===== src/rtl/openofdm_rx_ctrl_pkg.sv =====
// State and end-code encodings for the RX session sequencer; the same values
// appear in the driver's register map, so they must not be renumbered.
package openofdm_rx_ctrl_pkg;

    localparam logic [2:0] StIdle  = 3'd0;
    localparam logic [2:0] StSync  = 3'd1;
    localparam logic [2:0] StHdr   = 3'd2;
    localparam logic [2:0] StData  = 3'd3;
    localparam logic [2:0] StFlush = 3'd4;
    localparam logic [2:0] StHold  = 3'd5;

    localparam logic [2:0] EndFcsOk  = 3'd0;
    localparam logic [2:0] EndFcsErr = 3'd1;
    localparam logic [2:0] EndHdrBad = 3'd2;
    localparam logic [2:0] EndToSync = 3'd3;
    localparam logic [2:0] EndToHdr  = 3'd4;
    localparam logic [2:0] EndToData = 3'd5;
    localparam logic [2:0] EndAbort  = 3'd6;

    function automatic logic is_active_state(input logic [2:0] st);
        return (st == StSync) || (st == StHdr) || (st == StData);
    endfunction

endpackage


===== src/rtl/rx_ctrl_sat_cnt.sv =====
// Saturating statistics counter with synchronous clear; clear beats increment.
module rx_ctrl_sat_cnt #(
    parameter int unsigned STAT_WIDTH = 16
) (
    input  logic                  clk_i,
    input  logic                  rst_ni,
    input  logic                  clr_i,
    input  logic                  inc_i,
    output logic [STAT_WIDTH-1:0] cnt_o
);

    logic [STAT_WIDTH-1:0] cnt_d, cnt_q;

    always_comb begin
        cnt_d = cnt_q;
        if (clr_i) begin
            cnt_d = '0;
        end else if (inc_i && (cnt_q != '1)) begin
            cnt_d = cnt_q + STAT_WIDTH'(1);
        end
    end

    always_ff @(posedge clk_i or negedge rst_ni) begin
        if (!rst_ni) begin
            cnt_q <= '0;
        end else begin
            cnt_q <= cnt_d;
        end
    end

    assign cnt_o = cnt_q;

endmodule


===== src/rtl/openofdm_rx_ctrl.sv =====
// Receive-session sequencer beside dot11: tracks each packet, aborts stalled or
// unsupported ones with a timed core reset, and keeps per-outcome statistics.
module openofdm_rx_ctrl
    import openofdm_rx_ctrl_pkg::*;
#(
    parameter int unsigned TMO_WIDTH     = 20,
    parameter int unsigned STAT_WIDTH    = 16,
    parameter int unsigned RST_PULSE_LEN = 4
) (
    input  logic                  s00_axi_aclk_i,
    input  logic                  s00_axi_aresetn_i,
    input  logic                  cfg_enable_i,
    input  logic [TMO_WIDTH-1:0]  cfg_sync_timeout_i,
    input  logic [TMO_WIDTH-1:0]  cfg_hdr_timeout_i,
    input  logic [TMO_WIDTH-1:0]  cfg_byte_timeout_i,
    input  logic                  cfg_stat_clear_i,
    input  logic                  tx_busy_i,
    input  logic                  short_preamble_detected_i,
    input  logic                  long_preamble_detected_i,
    input  logic                  pkt_header_valid_strobe_i,
    input  logic                  pkt_header_valid_i,
    input  logic                  ht_unsupport_i,
    input  logic                  byte_out_strobe_i,
    input  logic                  fcs_out_strobe_i,
    input  logic                  fcs_ok_i,
    output logic                  core_rst_o,
    output logic                  core_enable_o,
    output logic                  rx_busy_o,
    output logic                  rx_end_strobe_o,
    output logic [2:0]            rx_end_code_o,
    output logic [2:0]            ctrl_state_o,
    output logic [STAT_WIDTH-1:0] cnt_fcs_ok_o,
    output logic [STAT_WIDTH-1:0] cnt_fcs_err_o,
    output logic [STAT_WIDTH-1:0] cnt_abort_o
);

    localparam int unsigned PulseW = (RST_PULSE_LEN > 1) ? $clog2(RST_PULSE_LEN) : 1;
    localparam logic [PulseW-1:0]    PulseLast = PulseW'(RST_PULSE_LEN - 1);
    localparam logic [TMO_WIDTH-1:0] TmoOne    = {{(TMO_WIDTH-1){1'b0}}, 1'b1};

    logic [2:0]           state_d, state_q;
    logic [PulseW-1:0]    pulse_d, pulse_q;
    logic [TMO_WIDTH-1:0] timer_d, timer_q;
    logic                 end_d, end_q;
    logic [2:0]           code_d, code_q;
    logic                 core_rst_q, core_en_q;
    logic                 sync_tmo, hdr_tmo, data_tmo;

    // A zero timeout config disables the corresponding timeout entirely.
    assign sync_tmo = (cfg_sync_timeout_i != '0) && (timer_q == cfg_sync_timeout_i - TmoOne);
    assign hdr_tmo  = (cfg_hdr_timeout_i  != '0) && (timer_q == cfg_hdr_timeout_i  - TmoOne);
    assign data_tmo = (cfg_byte_timeout_i != '0) && (timer_q == cfg_byte_timeout_i - TmoOne);

    always_comb begin
        state_d = state_q;
        end_d   = 1'b0;
        code_d  = code_q;
        if (!cfg_enable_i || tx_busy_i) begin
            state_d = StHold;
            if (is_active_state(state_q)) begin
                end_d  = 1'b1;
                code_d = EndAbort;
            end
        end else begin
            unique case (state_q)
                StHold:  state_d = StFlush;
                StFlush: if (pulse_q == PulseLast) state_d = StIdle;
                StIdle:  if (short_preamble_detected_i) state_d = StSync;
                StSync: begin
                    if (long_preamble_detected_i) begin
                        state_d = StHdr;
                    end else if (sync_tmo) begin
                        state_d = StFlush;
                        end_d   = 1'b1;
                        code_d  = EndToSync;
                    end
                end
                StHdr: begin
                    if (pkt_header_valid_strobe_i) begin
                        if (pkt_header_valid_i && !ht_unsupport_i) begin
                            state_d = StData;
                        end else begin
                            state_d = StFlush;
                            end_d   = 1'b1;
                            code_d  = EndHdrBad;
                        end
                    end else if (hdr_tmo) begin
                        state_d = StFlush;
                        end_d   = 1'b1;
                        code_d  = EndToHdr;
                    end
                end
                StData: begin
                    if (fcs_out_strobe_i) begin
                        state_d = StFlush;
                        end_d   = 1'b1;
                        code_d  = fcs_ok_i ? EndFcsOk : EndFcsErr;
                    end else if (!byte_out_strobe_i && data_tmo) begin
                        state_d = StFlush;
                        end_d   = 1'b1;
                        code_d  = EndToData;
                    end
                end
                default: state_d = StFlush;
            endcase
        end
    end

    // Timer restarts on every state change and, in DATA, on each payload byte.
    always_comb begin
        timer_d = timer_q + TmoOne;
        if (!is_active_state(state_d) || (state_d != state_q) ||
            ((state_q == StData) && byte_out_strobe_i)) begin
            timer_d = '0;
        end
        pulse_d = '0;
        if ((state_q == StFlush) && (state_d == StFlush)) begin
            pulse_d = pulse_q + PulseW'(1);
        end
    end

    always_ff @(posedge s00_axi_aclk_i or negedge s00_axi_aresetn_i) begin
        if (!s00_axi_aresetn_i) begin
            state_q    <= StFlush;
            pulse_q    <= '0;
            timer_q    <= '0;
            end_q      <= 1'b0;
            code_q     <= EndFcsOk;
            core_rst_q <= 1'b1;
            core_en_q  <= 1'b1;
        end else begin
            state_q    <= state_d;
            pulse_q    <= pulse_d;
            timer_q    <= timer_d;
            end_q      <= end_d;
            code_q     <= code_d;
            core_rst_q <= (state_d == StFlush) || (state_d == StHold);
            core_en_q  <= (state_d != StHold);
        end
    end

    assign core_rst_o      = core_rst_q;
    assign core_enable_o   = core_en_q;
    assign rx_busy_o       = is_active_state(state_q);
    assign rx_end_strobe_o = end_q;
    assign rx_end_code_o   = code_q;
    assign ctrl_state_o    = state_q;

    rx_ctrl_sat_cnt #(.STAT_WIDTH(STAT_WIDTH)) u_cnt_fcs_ok (
        .clk_i  (s00_axi_aclk_i),
        .rst_ni (s00_axi_aresetn_i),
        .clr_i  (cfg_stat_clear_i),
        .inc_i  (end_q && (code_q == EndFcsOk)),
        .cnt_o  (cnt_fcs_ok_o)
    );

    rx_ctrl_sat_cnt #(.STAT_WIDTH(STAT_WIDTH)) u_cnt_fcs_err (
        .clk_i  (s00_axi_aclk_i),
        .rst_ni (s00_axi_aresetn_i),
        .clr_i  (cfg_stat_clear_i),
        .inc_i  (end_q && (code_q == EndFcsErr)),
        .cnt_o  (cnt_fcs_err_o)
    );

    rx_ctrl_sat_cnt #(.STAT_WIDTH(STAT_WIDTH)) u_cnt_abort (
        .clk_i  (s00_axi_aclk_i),
        .rst_ni (s00_axi_aresetn_i),
        .clr_i  (cfg_stat_clear_i),
        .inc_i  (end_q && (code_q != EndFcsOk) && (code_q != EndFcsErr)),
        .cnt_o  (cnt_abort_o)
    );

endmodule

===== config.mk =====
export PLATFORM = sky130hd
export DESIGN_NAME = openofdm_rx_ctrl
export DESIGN_NICKNAME = d
export VERILOG_FILES = /design/src/rtl/openofdm_rx_ctrl_pkg.sv /design/src/rtl/rx_ctrl_sat_cnt.sv /design/src/rtl/openofdm_rx_ctrl.sv
export SDC_FILE = /design/constraint.sdc
export NUM_CORES = 1
export LEC_CHECK = 0
export ABC_AREA = 1
export CELL_PAD_IN_SITES_DETAIL_PLACEMENT = 1
export CELL_PAD_IN_SITES_GLOBAL_PLACEMENT = 2
export CORE_MARGIN = 2
export CORE_UTILIZATION = 30
export CTS_BUF_LIST = sky130_fd_sc_hd__clkbuf_8
export DETAILED_ROUTE_END_ITERATION = 7
export PLACE_DENSITY = 0.92
export SLEW_MARGIN = 20
export SYNTH_ARGS = -nofsm -noshare
export SYNTH_HDL_FRONTEND = slang
export SYNTH_HIERARCHICAL = 1
export SYNTH_SLANG_ARGS = --single-unit

===== constraint.sdc =====
create_clock -name s00_axi_aclk_i -period 2.28 [get_ports s00_axi_aclk_i]
set_input_delay 0.456 -clock s00_axi_aclk_i [delete_from_list [all_inputs] [get_ports s00_axi_aclk_i]]
set_output_delay 0.456 -clock s00_axi_aclk_i [all_outputs]
set_load 0.02 [all_outputs]

# [Yosys cells after proc, flatten, opt, wreduce, memory -nomap -nowiden]
# Index checks and enable logic that the tools add are counted.
[classes] n_addsub=8 eq_ne=26 mux=40 n_reduce_logical=37
[op_table] cell="16-bit two-way mux" count=6
[op_table] cell="20-bit equality test" count=3
[op_table] cell="20-bit nonzero test" count=3
[op_table] cell="20-bit by 1-bit subtractor with 20-bit output (second input constant)" count=3
[op_table] cell="3-bit two-way mux" count=19
[op_table] cell="16-bit by 1-bit adder with 16-bit output (second input constant)" count=3
[op_table] cell="16-bit != test (second input constant)" count=3
[op_table] cell="20-bit by 1-bit adder with 20-bit output (second input constant)" count=1
[op_table] cell="20-bit two-way mux" count=1
[op_table] cell="3-bit case mux with 5 select lines" count=1
[op_table] cell="1-bit logical AND" count=14
[op_table] cell="3-bit by 2-bit equality test with 1-bit output (second input constant)" count=4
[op_table] cell="1-bit two-way mux" count=10
[op_table] cell="3-bit by 1-bit equality test with 1-bit output (second input constant)" count=3
[op_table] cell="3-bit equality test (second input constant)" count=3
[op_table] cell="3-bit != test (second input constant)" count=3
[op_table] cell="3-bit case mux with 3 select lines" count=1
[op_table] cell="1-bit logical OR" count=8
[op_table] cell="4-bit != test (second input constant)" count=2
[op_table] cell="7-bit AND reduction" count=1
[op_table] cell="3-bit zero test" count=2
[op_table] cell="2-bit nonzero test" count=3
[op_table] cell="1-bit zero test" count=4
[op_table] cell="4-bit by 3-bit != test with 1-bit output (second input constant)" count=1
[op_table] cell="9 further kinds" count=9
[totals] regBits=79 inputBits=73 out_inout_bits=58 elab_cells=121

# [Logic depth before layout (Yosys ltp)]
# Gate-level depths: netlist of run 1.
[depth] depth_word=15 depth_mapped=20 depth_no_buf=20

# [Modules after synthesis]
# Netlist of run 1, hierarchy kept.
[by_module_without_submodules] mod="openofdm_rx_ctrl" instances=1 cells_per_inst=710 area_each_um2=4264.1 seq_area_each_um2=779.5
[by_module_without_submodules] mod="rx_ctrl_sat_cnt" instances=3 cells_per_inst=144 area_each_um2=1037.2 seq_area_each_um2=400.4

# [Worst setup path after synthesis of run 1]
# OpenSTA, ideal clock, no wires.
[synth_path] path_kind="in2reg" startpoint="input port cfg_byte_timeout_i[0]" endpoint="register timer_q[15]" setup_ns=0.121 t_arrival_ns=2.205 required_ns=2.159 path_slack_ns=-0.046 path_stages=17 n_path_buf=2 path_cell_list="inv_1 -> ha_1 -> nand2_4 -> nor2_4 -> buf_6 -> nand3_1 -> a21oi_1 -> nand2_1 -> nor2_1 -> nand4_1 -> nand2_1 -> nand4_2 -> nand2_1 -> nand2_1 -> nand3_2 -> buf_6 -> nor2_2"
[synth_between] elab_chain_len=15 word_cells_on_any_way=19 classes_between="add/sub: 1; eq/ne: 5; mux: 5; reduce/logical: 8"
[synth_rtl] element="start, declared" line="openofdm_rx_ctrl.sv:15" source="input logic [TMO_WIDTH-1:0] cfg_byte_timeout_i,"
[synth_rtl] element="20-bit by 1-bit subtractor with 20-bit output" line="openofdm_rx_ctrl.sv:52" source="assign data_tmo = (cfg_byte_timeout_i != '0) && (timer_q == cfg_byte_timeout_i - TmoOne);"
[synth_rtl] element="20-bit equality test" line="openofdm_rx_ctrl.sv:52"
[synth_rtl] element="1-bit logical AND (*)" line="openofdm_rx_ctrl.sv:52"
[synth_rtl] element="1-bit logical AND (*)" line="openofdm_rx_ctrl.sv:98" source="end else if (!byte_out_strobe_i && data_tmo) begin"
[synth_rtl] element="3-bit two-way mux (*)" line="openofdm_rx_ctrl.sv:98"
[synth_rtl] element="3-bit two-way mux (*)" line="openofdm_rx_ctrl.sv:94" source="if (fcs_out_strobe_i) begin"
[synth_rtl] element="3-bit case mux with 5 select lines (*)" line="openofdm_rx_ctrl.sv:65" source="unique case (state_q)"
[synth_rtl] element="3-bit two-way mux (*)" line="openofdm_rx_ctrl.sv:58" source="if (!cfg_enable_i || tx_busy_i) begin"
[synth_rtl] element="net state_d[0]" line="openofdm_rx_ctrl.sv:41" source="logic [2:0] state_d, state_q;"
[synth_rtl] element="3-bit by 1-bit equality test with 1-bit output or 3-bit by 2-bit equality test with 1-bit output (tied branches)" line="openofdm_rx_ctrl_pkg.sv:21" source="return (st == StSync) || (st == StHdr) || (st == StData);"
[synth_rtl] element="1-bit logical OR (2 in series)" line="openofdm_rx_ctrl_pkg.sv:21"
[synth_rtl] element="1-bit zero test" line="openofdm_rx_ctrl.sv:112" source="if (!is_active_state(state_d) || (state_d != state_q) ||"
[synth_rtl] element="1-bit logical OR (*) (2 in series)" line="openofdm_rx_ctrl.sv:112"
[synth_rtl] element="20-bit two-way mux (*)" line="openofdm_rx_ctrl.sv:112"
[synth_rtl] element="net timer_d[15]" line="openofdm_rx_ctrl.sv:43" source="logic [TMO_WIDTH-1:0] timer_d, timer_q;"
[synth_rtl] element="end signal, assigned" line="openofdm_rx_ctrl.sv:134" source="timer_q <= timer_d;"
[synth_rtl] element="end, declared" line="openofdm_rx_ctrl.sv:43"
# Mark *: on every way through the listed nets, which the timed path passes. The rest lies on a longest branch.
# A chain may end at the register's enable or synchronous reset.

# [Final worst setup path of run 1]
[layout_path] startpoint="input port cfg_byte_timeout_i[10]" endpoint="register timer_q[15]"
[layout_between] elab_chain_len=15 word_cells_on_any_way=19 classes_between="add/sub: 1; eq/ne: 5; mux: 5; reduce/logical: 8"
[layout_rtl] element="20-bit by 1-bit subtractor with 20-bit output" line="openofdm_rx_ctrl.sv:52"
[layout_rtl] element="20-bit equality test" line="openofdm_rx_ctrl.sv:52"
[layout_rtl] element="1-bit logical AND (*)" line="openofdm_rx_ctrl.sv:52"
[layout_rtl] element="1-bit logical AND (*)" line="openofdm_rx_ctrl.sv:98"
[layout_rtl] element="3-bit two-way mux (*)" line="openofdm_rx_ctrl.sv:98"
[layout_rtl] element="3-bit two-way mux (*)" line="openofdm_rx_ctrl.sv:94"
[layout_rtl] element="3-bit case mux with 5 select lines (*)" line="openofdm_rx_ctrl.sv:65"
[layout_rtl] element="3-bit two-way mux (*)" line="openofdm_rx_ctrl.sv:58"
[layout_rtl] element="3-bit by 1-bit equality test with 1-bit output or 3-bit by 2-bit equality test with 1-bit output (tied branches)" line="openofdm_rx_ctrl_pkg.sv:21"
[layout_rtl] element="1-bit logical OR (2 in series)" line="openofdm_rx_ctrl_pkg.sv:21"
[layout_rtl] element="1-bit zero test" line="openofdm_rx_ctrl.sv:112"
[layout_rtl] element="1-bit logical OR (*) (2 in series)" line="openofdm_rx_ctrl.sv:112"
[layout_rtl] element="20-bit two-way mux (*)" line="openofdm_rx_ctrl.sv:112"
[layout_rtl] element="net timer_d[15]" line="openofdm_rx_ctrl.sv:43"
# Marked as above.

==> run metrics, run 1 <==
H-tree depth=3; FF+latch count, synth=79; CP max stage delay=280 ps; routed vias=8511; die area=0.0259 mm2; total CTS buffers=9; Cell Chain, Critical Path=dlygate4sd2_1 > nor2_2 > buf_4 > nand2_1 > nor2_1 > nand2_1 > xor2_1 > nand2_1 > nor2_1 > nand4_1 > nand2_2 > nand3_2 > nand2_2 > nand2_2 > nand3_4 > buf_6 > buf_12 > nor2_2; num ports=131; WP data required=2550 ps; failing checks=setup timing; initial antenna violation count=1; worst vdd ir=291 uV; Slew headroom=34.7%; Crit-path slowest cell=dlygate4sd2_1; Placed Cells=1700; Core ar.=0.0242 mm2; synth unique cells=43; Final Hold Fails=0; drt wl/cell=16.8 um; GPL Wtd Cong=0.841; DR vias/cell=4.83; number of global-route vias before repair=8949; Worst Max-Slew Pin Slew=976 ps; syn avg cell area=6.46 um2; worst setup margin=-183 ps; total negative slack=-3000 ps; clk buf depth=2; mapped cell area=0.00738 mm2; Synth area leader=dfrtp_1; Setup-failing EPs final=22; PwrDens=319 mW/mm2; Initial Utilization=30.4%; Vert. Die Dim=161 um; share of layout cells above drive strength 1=29.4%; Max Freq=406 MHz; PortBufs=130; worst path arrival time=2740 ps; Post-DP HPWL=21100 um; Reg clk slew, reported paths=80 ps; Pre-Repair DR Iteration Count=4; CTS root buffer=clkbuf_8; asr flop ratio synth=100%; syn nets=1225; drt drc=0; Synth-to-Final Area Change=49.0%; GRT Overall Usage=22.3%; Post-synth EDFFs=0; clock skew=6.68 ps; CTS tree=done; Tmin final=2460 ps; RSZ-0062 raised after global routing=true; Worst-Skew Late Latency=380 ps; Final ANT Viol Nets=0; worst r2r path cells=15; Final period util=108%; Ys Warns=6; Row Count=57; overall routed net length=29600 um; Setup crit end kind=flip-flop; Tightest Hold Check Type=flip-flop to flip-flop; Final Slew Violations=0; largest net degree at the start of global routing=52; 1st-iter DRT viols=403; global-route wire length before repair=46400 um; run status=finished, violations left; Synth top area share=25.8%; Synth Instances=1142; Finished Layout Cells=1762; maxcap violations=0; nets@finish=1515; WS Path Type=primary input to flip-flop; CTS Sinks=79; hold path cells=1; CP Launch Type=primary input; residual overflow from global routing=0; Max Fanout on Critical Path=5; largest cells by area after synthesis=dfrtp_1 (26%), nand2_1 (19%), nor2_1 (8.1%); Pleak=5.19 nW; sequential area share after synthesis=26.9%; Synth Flop Type=dfrtp_1; DIE WIDTH=161 um
## registers in the layout, summed over array words and instances (netlist names)
| name | cells |
|---|---|
| u_cnt_abort/cnt_o | 16 |
| core_rst_o | 1 |
| timer_q | 20 |
| rx_end_strobe_o | 1 |
| core_enable_o | 1 |
| rx_end_code_o | 3 |
| u_cnt_fcs_err/cnt_o | 16 |
| u_cnt_fcs_ok/cnt_o | 16 |
| ctrl_state_o | 3 |
| pulse_q | 2 |
## cells in the mapped netlist, types with 7 or more instances
| cell | number |
|---|---|
| a21oi_1 | 10 |
| buf_2 | 9 |
| dfrtp_1 | 76 |
| ha_1 | 10 |
| inv_1 | 120 |
| nand2_1 | 371 |
| nand2_2 | 14 |
| nand2_4 | 7 |
| nand3_1 | 82 |
| nand4_1 | 45 |
| nor2_1 | 160 |
| nor2_2 | 30 |
| nor2_4 | 15 |
| nor3_1 | 9 |
| o21ai_0 | 22 |
| o21bai_1 | 8 |
| xnor2_1 | 31 |
| xor2_1 | 64 |
## cell usage in the layout (no fill, tap or decap), types with 45 or more instances in the layout
cell	synthesis	routed
buf_4	3	160
clkdlybuf4s50_1	0	69
dfrtp_1	76	65
inv_1	120	110
nand2_1	371	347
nand3_1	82	76
nand4_1	45	45
nor2_1	160	116
nor2_2	30	53
xor2_1	64	58
## kinds of logic (layout without fill, tap and decap cells)
logic type,after synthesis,in the layout,share of synthesized area [%]
other,0,1,0
AO/OA/AOI/OAI,49,49,4.28
adder cells (fa/ha/maj),10,10,1.70
flip-flops,79,79,26.9
XOR/XNOR,95,95,11.3
AND/OR/NAND/NOR,753,754,46.3
buffers and inverters,156,450,9.64
## metrics by stage
step	hold slack [ps]	power, mW	utilization [%]	area [um2]	setup WS, ps
finish	453	3.51	45.3	11000	-183
global route	473	3.69	45.3	11000	-307
CTS	450	3.51	44.0	10700	-95.9
detailed placement	416	2.24	40.8	9900	-781
global placement	411	2.22	40.8	9900	-664
floorplan	160	1.78	-	7390	11.6
## area by class of cell
type	instances	area, um2
timing repair buffer	305	2630
antenna	1	2.50
fill	3147	13300
clock inverter	5	72.6
inverter	129	497
sequential	79	1990
tap	324	405
clock buffer	11	151
multi-input combinational	908	5240
## routing by layer
layer,global-route usage (%),share of wire (%),vias to the layer above,wire [um]
li1,-,-,4142,-
met1,27.5,43,4130,12800
met2,39.6,50,184,14800
met3,4.08,3.8,55,1120
met4,6.49,2.8,0,826
met5,0,0,-,0
## path summary, 6_finish.rpt
path | start | endpoint | slack [ps]
worst min-delay path | pulse_q[0]$_DFF_PN0_ | pulse_q[0]$_DFF_PN0_ | 450
worst max-delay path | cfg_byte_timeout_i[10] | timer_q[15]$_DFF_PN0_ | -180
worst min register to register | pulse_q[0]$_DFF_PN0_ | pulse_q[0]$_DFF_PN0_ | 450
max in group asynchronous | s00_axi_aresetn_i | ctrl_state_o[2]$_DFF_PN1_ | 1050
worst max register to register | timer_q[15]$_DFF_PN0_ | timer_q[15]$_DFF_PN0_ | -160
min in group asynchronous | s00_axi_aresetn_i | u_cnt_abort/cnt_o[0]$_DFFE_PN0P_ | 550
## report_power, final
group	leakage (nW)	switching, mW	internal, mW
clock	0.122	0.562	0.668
combinational	4.00	0.463	0.375
sequential	1.07	0.0199	1.42
## what timing repair did
| item | in CTS | in global routing |
|---|---|---|
| cloned | 3 | 0 |
| hold buffers | 1 | 0 |
| setup buffers | 27 | 15 |
| hold endpoints to repair | 6 | 0 |
| setup endpoints to repair | 31 | 30 |
| resized for setup | 202 | 95 |
| pin swaps | 86 | 53 |
## worst max-delay path: cells and delay by family
kind                      cells  cell delay, ps
buffers and inverters         4             650
and+or+nand+nor              13            1470
xor gates and xnor gates      1             150
(Power assumes the default switching activity.)
==> run 2: changes to the inputs <==
- CAP_MARGIN: unset -> 25
- CORE_UTILIZATION: 30 -> 32
- PLACE_DENSITY: 0.92 -> 0.95
- clock period: 2.28 -> 3.1 ns (I/O delays scaled with it)
==> run 2 against run 1 <==
- combinational power down 39%
- critical path depth rose by 2
- cell area shrank 13%
- die area decreased by 6.1%
- routed wire length is 15% lower
- critical endpoint is now timer_q[8]$_DFF_PN0_
- clock-buffer cell count decreased by 1
- sequential power down 26%
- non-clock buffer count shrank 109
- the flow now finishes without violations
- hold slack got worse by 210 ps
- power fell by 32%
- core utilization decreased by 3.2 points
==> run metrics, run 2 (same netlist as run 1, synthesis figures left out) <==
initial antenna violation count=0 (-1); number of global-route vias before repair=8173 (-8.7%); CTS Sinks=79 (unchanged); GPL Wtd Cong=0.836 (-0.56%); 1st-iter DRT viols=221 (-45%); nets@finish=1405 (-7.3%); worst path arrival time=3190 ps (+450 ps); R2R Setup Slk=490 ps (+650 ps); CTS root buffer=clkbuf_8; run status=finished, final reports clean; Reg2Reg Capture Point=timer_q[18]$_DFF_PN0_; CP max stage delay=530 ps (+250 ps); worst vdd ir=172 uV (-41%); Max Freq=345 MHz; largest net degree at the start of global routing=49 (-5.8%); CP bufs+invs=4 (unchanged); WP data required=3400 ps (+850 ps); clock skew=13.9 ps (+7.27 ps); DP Worst Slack=-156 ps (+625 ps); Setup-failing EPs final=0 (-100%); Row Count=55 (-3.5%); Cell Chain, Critical Path=clkdlybuf4s50_1 > nor2_1 > nand2_1 > nor2_4 > buf_4 > nand3_1 > nand2_1 > nand2_1 > nand2_1 > inv_1 > nand2_1 > nor2_2 > nand3_2 > nand2_1 > nor2_2 > nand4_1 > nor2_1 > nand3_2 > buf_12 > nor2_2; Initial Utilization=32.6% (+2.2 points); num ports=131 (unchanged); Post-Route M1 WL=11500 um (-10%); commonest non-fill, non-tap cell in the layout=nand2_1; Core ar.=0.0226 mm2 (-6.6%); Worst Max-Slew Pin Slew=895 ps (-80.7 ps); clk buf depth=2 (unchanged); Top delay family on crit path=simple AND/OR/NAND/NOR gates; most frequent CP cell=nand2_1; residual overflow from global routing=0 (unchanged); worst setup margin=204 ps (+386 ps); crit path capture=timer_q[8]$_DFF_PN0_; WS Path Type=primary input to flip-flop; global-route wire length before repair=40900 um (-12%); Slew headroom=40.1% (+5.4 points); PortBufs=130 (unchanged); max reg flops=20 (unchanged); RSZ-0062 raised after global routing=false; Crit-path slowest cell=clkdlybuf4s50_1; Setup crit end kind=flip-flop; GRT Overall Usage=21.0% (-1.3 points); share of layout cells above drive strength 1=13.3% (-16 points); DR vias/cell=4.86 (+0.61%); FF-to-FF Start=timer_q[1]$_DFF_PN0_; PwrDens=250 mW/mm2 (-22%); met3 wire len=805 um (-28%); overall routed net length=25100 um (-15%); CP startpoint=cfg_sync_timeout_i[6]; Reg clk slew, reported paths=100 ps (+20 ps); Fin Hold WS=247 ps (-205 ps); Max Fanout on Critical Path=16 (+11); maxcap violations=0 (unchanged); Pre-Repair DR Iteration Count=4 (unchanged); total CTS buffers=9 (unchanged); drt drc=0 (unchanged); Tightest Hold Check Type=primary input to asynchronous set/reset pin; Crit. path cell count=20 (+2); Worst-Skew Late Latency=380 ps (about the same); Post-DP HPWL=20300 um (-3.9%); routed vias=7839 (-7.9%); worst r2r path cells=16 (+1); Met2 Wirelength=12500 um (-16%); drt wl/cell=15.6 um (-7.1%); CP Launch Type=primary input; Synth-to-Final Area Change=29.1%; Largest Register=timer_q; Pleak=4.41 nW (-15%); CTS Hold Bufs=0 (-1); Final ANT Viol Nets=0 (unchanged); CTS tree=done; Final Hold Fails=0 (unchanged); commonest cells after routing, fill and taps aside=nand2_1 (371), nor2_1 (159), clkdlybuf4s50_1 (129); Final Slew Violations=0 (unchanged); die area=0.0243 mm2 (-6.1%); Tmin final=2900 ps; Vert. Die Dim=156 um (-3.1%); H-tree depth=3 (unchanged); Final period util=93.4%; DIE WIDTH=156 um (-3.1%); highest metal used=met4
-- run 2: worst min path at each step --
stage / slack [ps] / from / endpoint / cells past startpoint
2_1_floorplan: 320 / s00_axi_aresetn_i / ctrl_state_o[0]$_DFF_PN0_ / 0
3_3_place_gp: 420 / pulse_q[0]$_DFF_PN0_ / pulse_q[0]$_DFF_PN0_ / 1
3_5_place_dp: 430 / pulse_q[0]$_DFF_PN0_ / pulse_q[0]$_DFF_PN0_ / 1
4_1_cts: 270 / s00_axi_aresetn_i / u_cnt_abort/cnt_o[1]$_DFFE_PN0P_ / 1
5_1_grt: 280 / s00_axi_aresetn_i / u_cnt_abort/cnt_o[1]$_DFFE_PN0P_ / 1
6_report: 250 / s00_axi_aresetn_i / u_cnt_abort/cnt_o[1]$_DFFE_PN0P_ / 1
-- run 2: metrics by stage --
stage | std cells | total power [mW] | instance area (um2) | util [%] | TNS, ps
6_report | 1613 | 2.38 | 9530 | 42.1 | 0
5_1_grt | 1612 | 2.50 | 9520 | 42.1 | 0
4_1_cts | 1611 | 2.41 | 9510 | 42.0 | 0
3_5_place_dp | 1595 | 1.60 | 9310 | 41.1 | -2830
3_3_place_gp | 1595 | 1.59 | 9310 | 41.1 | -1170
2_1_floorplan | 1142 | 1.31 | 7380 | - | 0
-- run 2: timing repair --
action                     in CTS  in global routing
setup endpoints to repair       0                 21
gates resized for setup         0                  2
buffers inserted                0                  1
-- run 2: cell type report --
cell class              count  area (um2)
repair buffers            196        1810
inverters                 129         492
clock inverters             6        60.1
multi-input cells         907        4690
well taps                 285         357
diodes                      1        2.50
clock buffers              10         138
flip-flops and latches     79        1980
fillers                  2966       13100
-- run 2: metal layers --
metal	vias up	track usage, %
met5	-	0
met4	0	5.02
met3	18	2.72
met2	108	38.1
met1	3781	26.5
li1	3932	-
-- run 2: power breakdown --
part,switching [mW],total [mW],internal [mW]
Combinational,0.280,0.512,0.232
Clock,0.419,0.808,0.390
Sequential,0.0126,1.06,1.05
Total,0.711,2.38,1.67
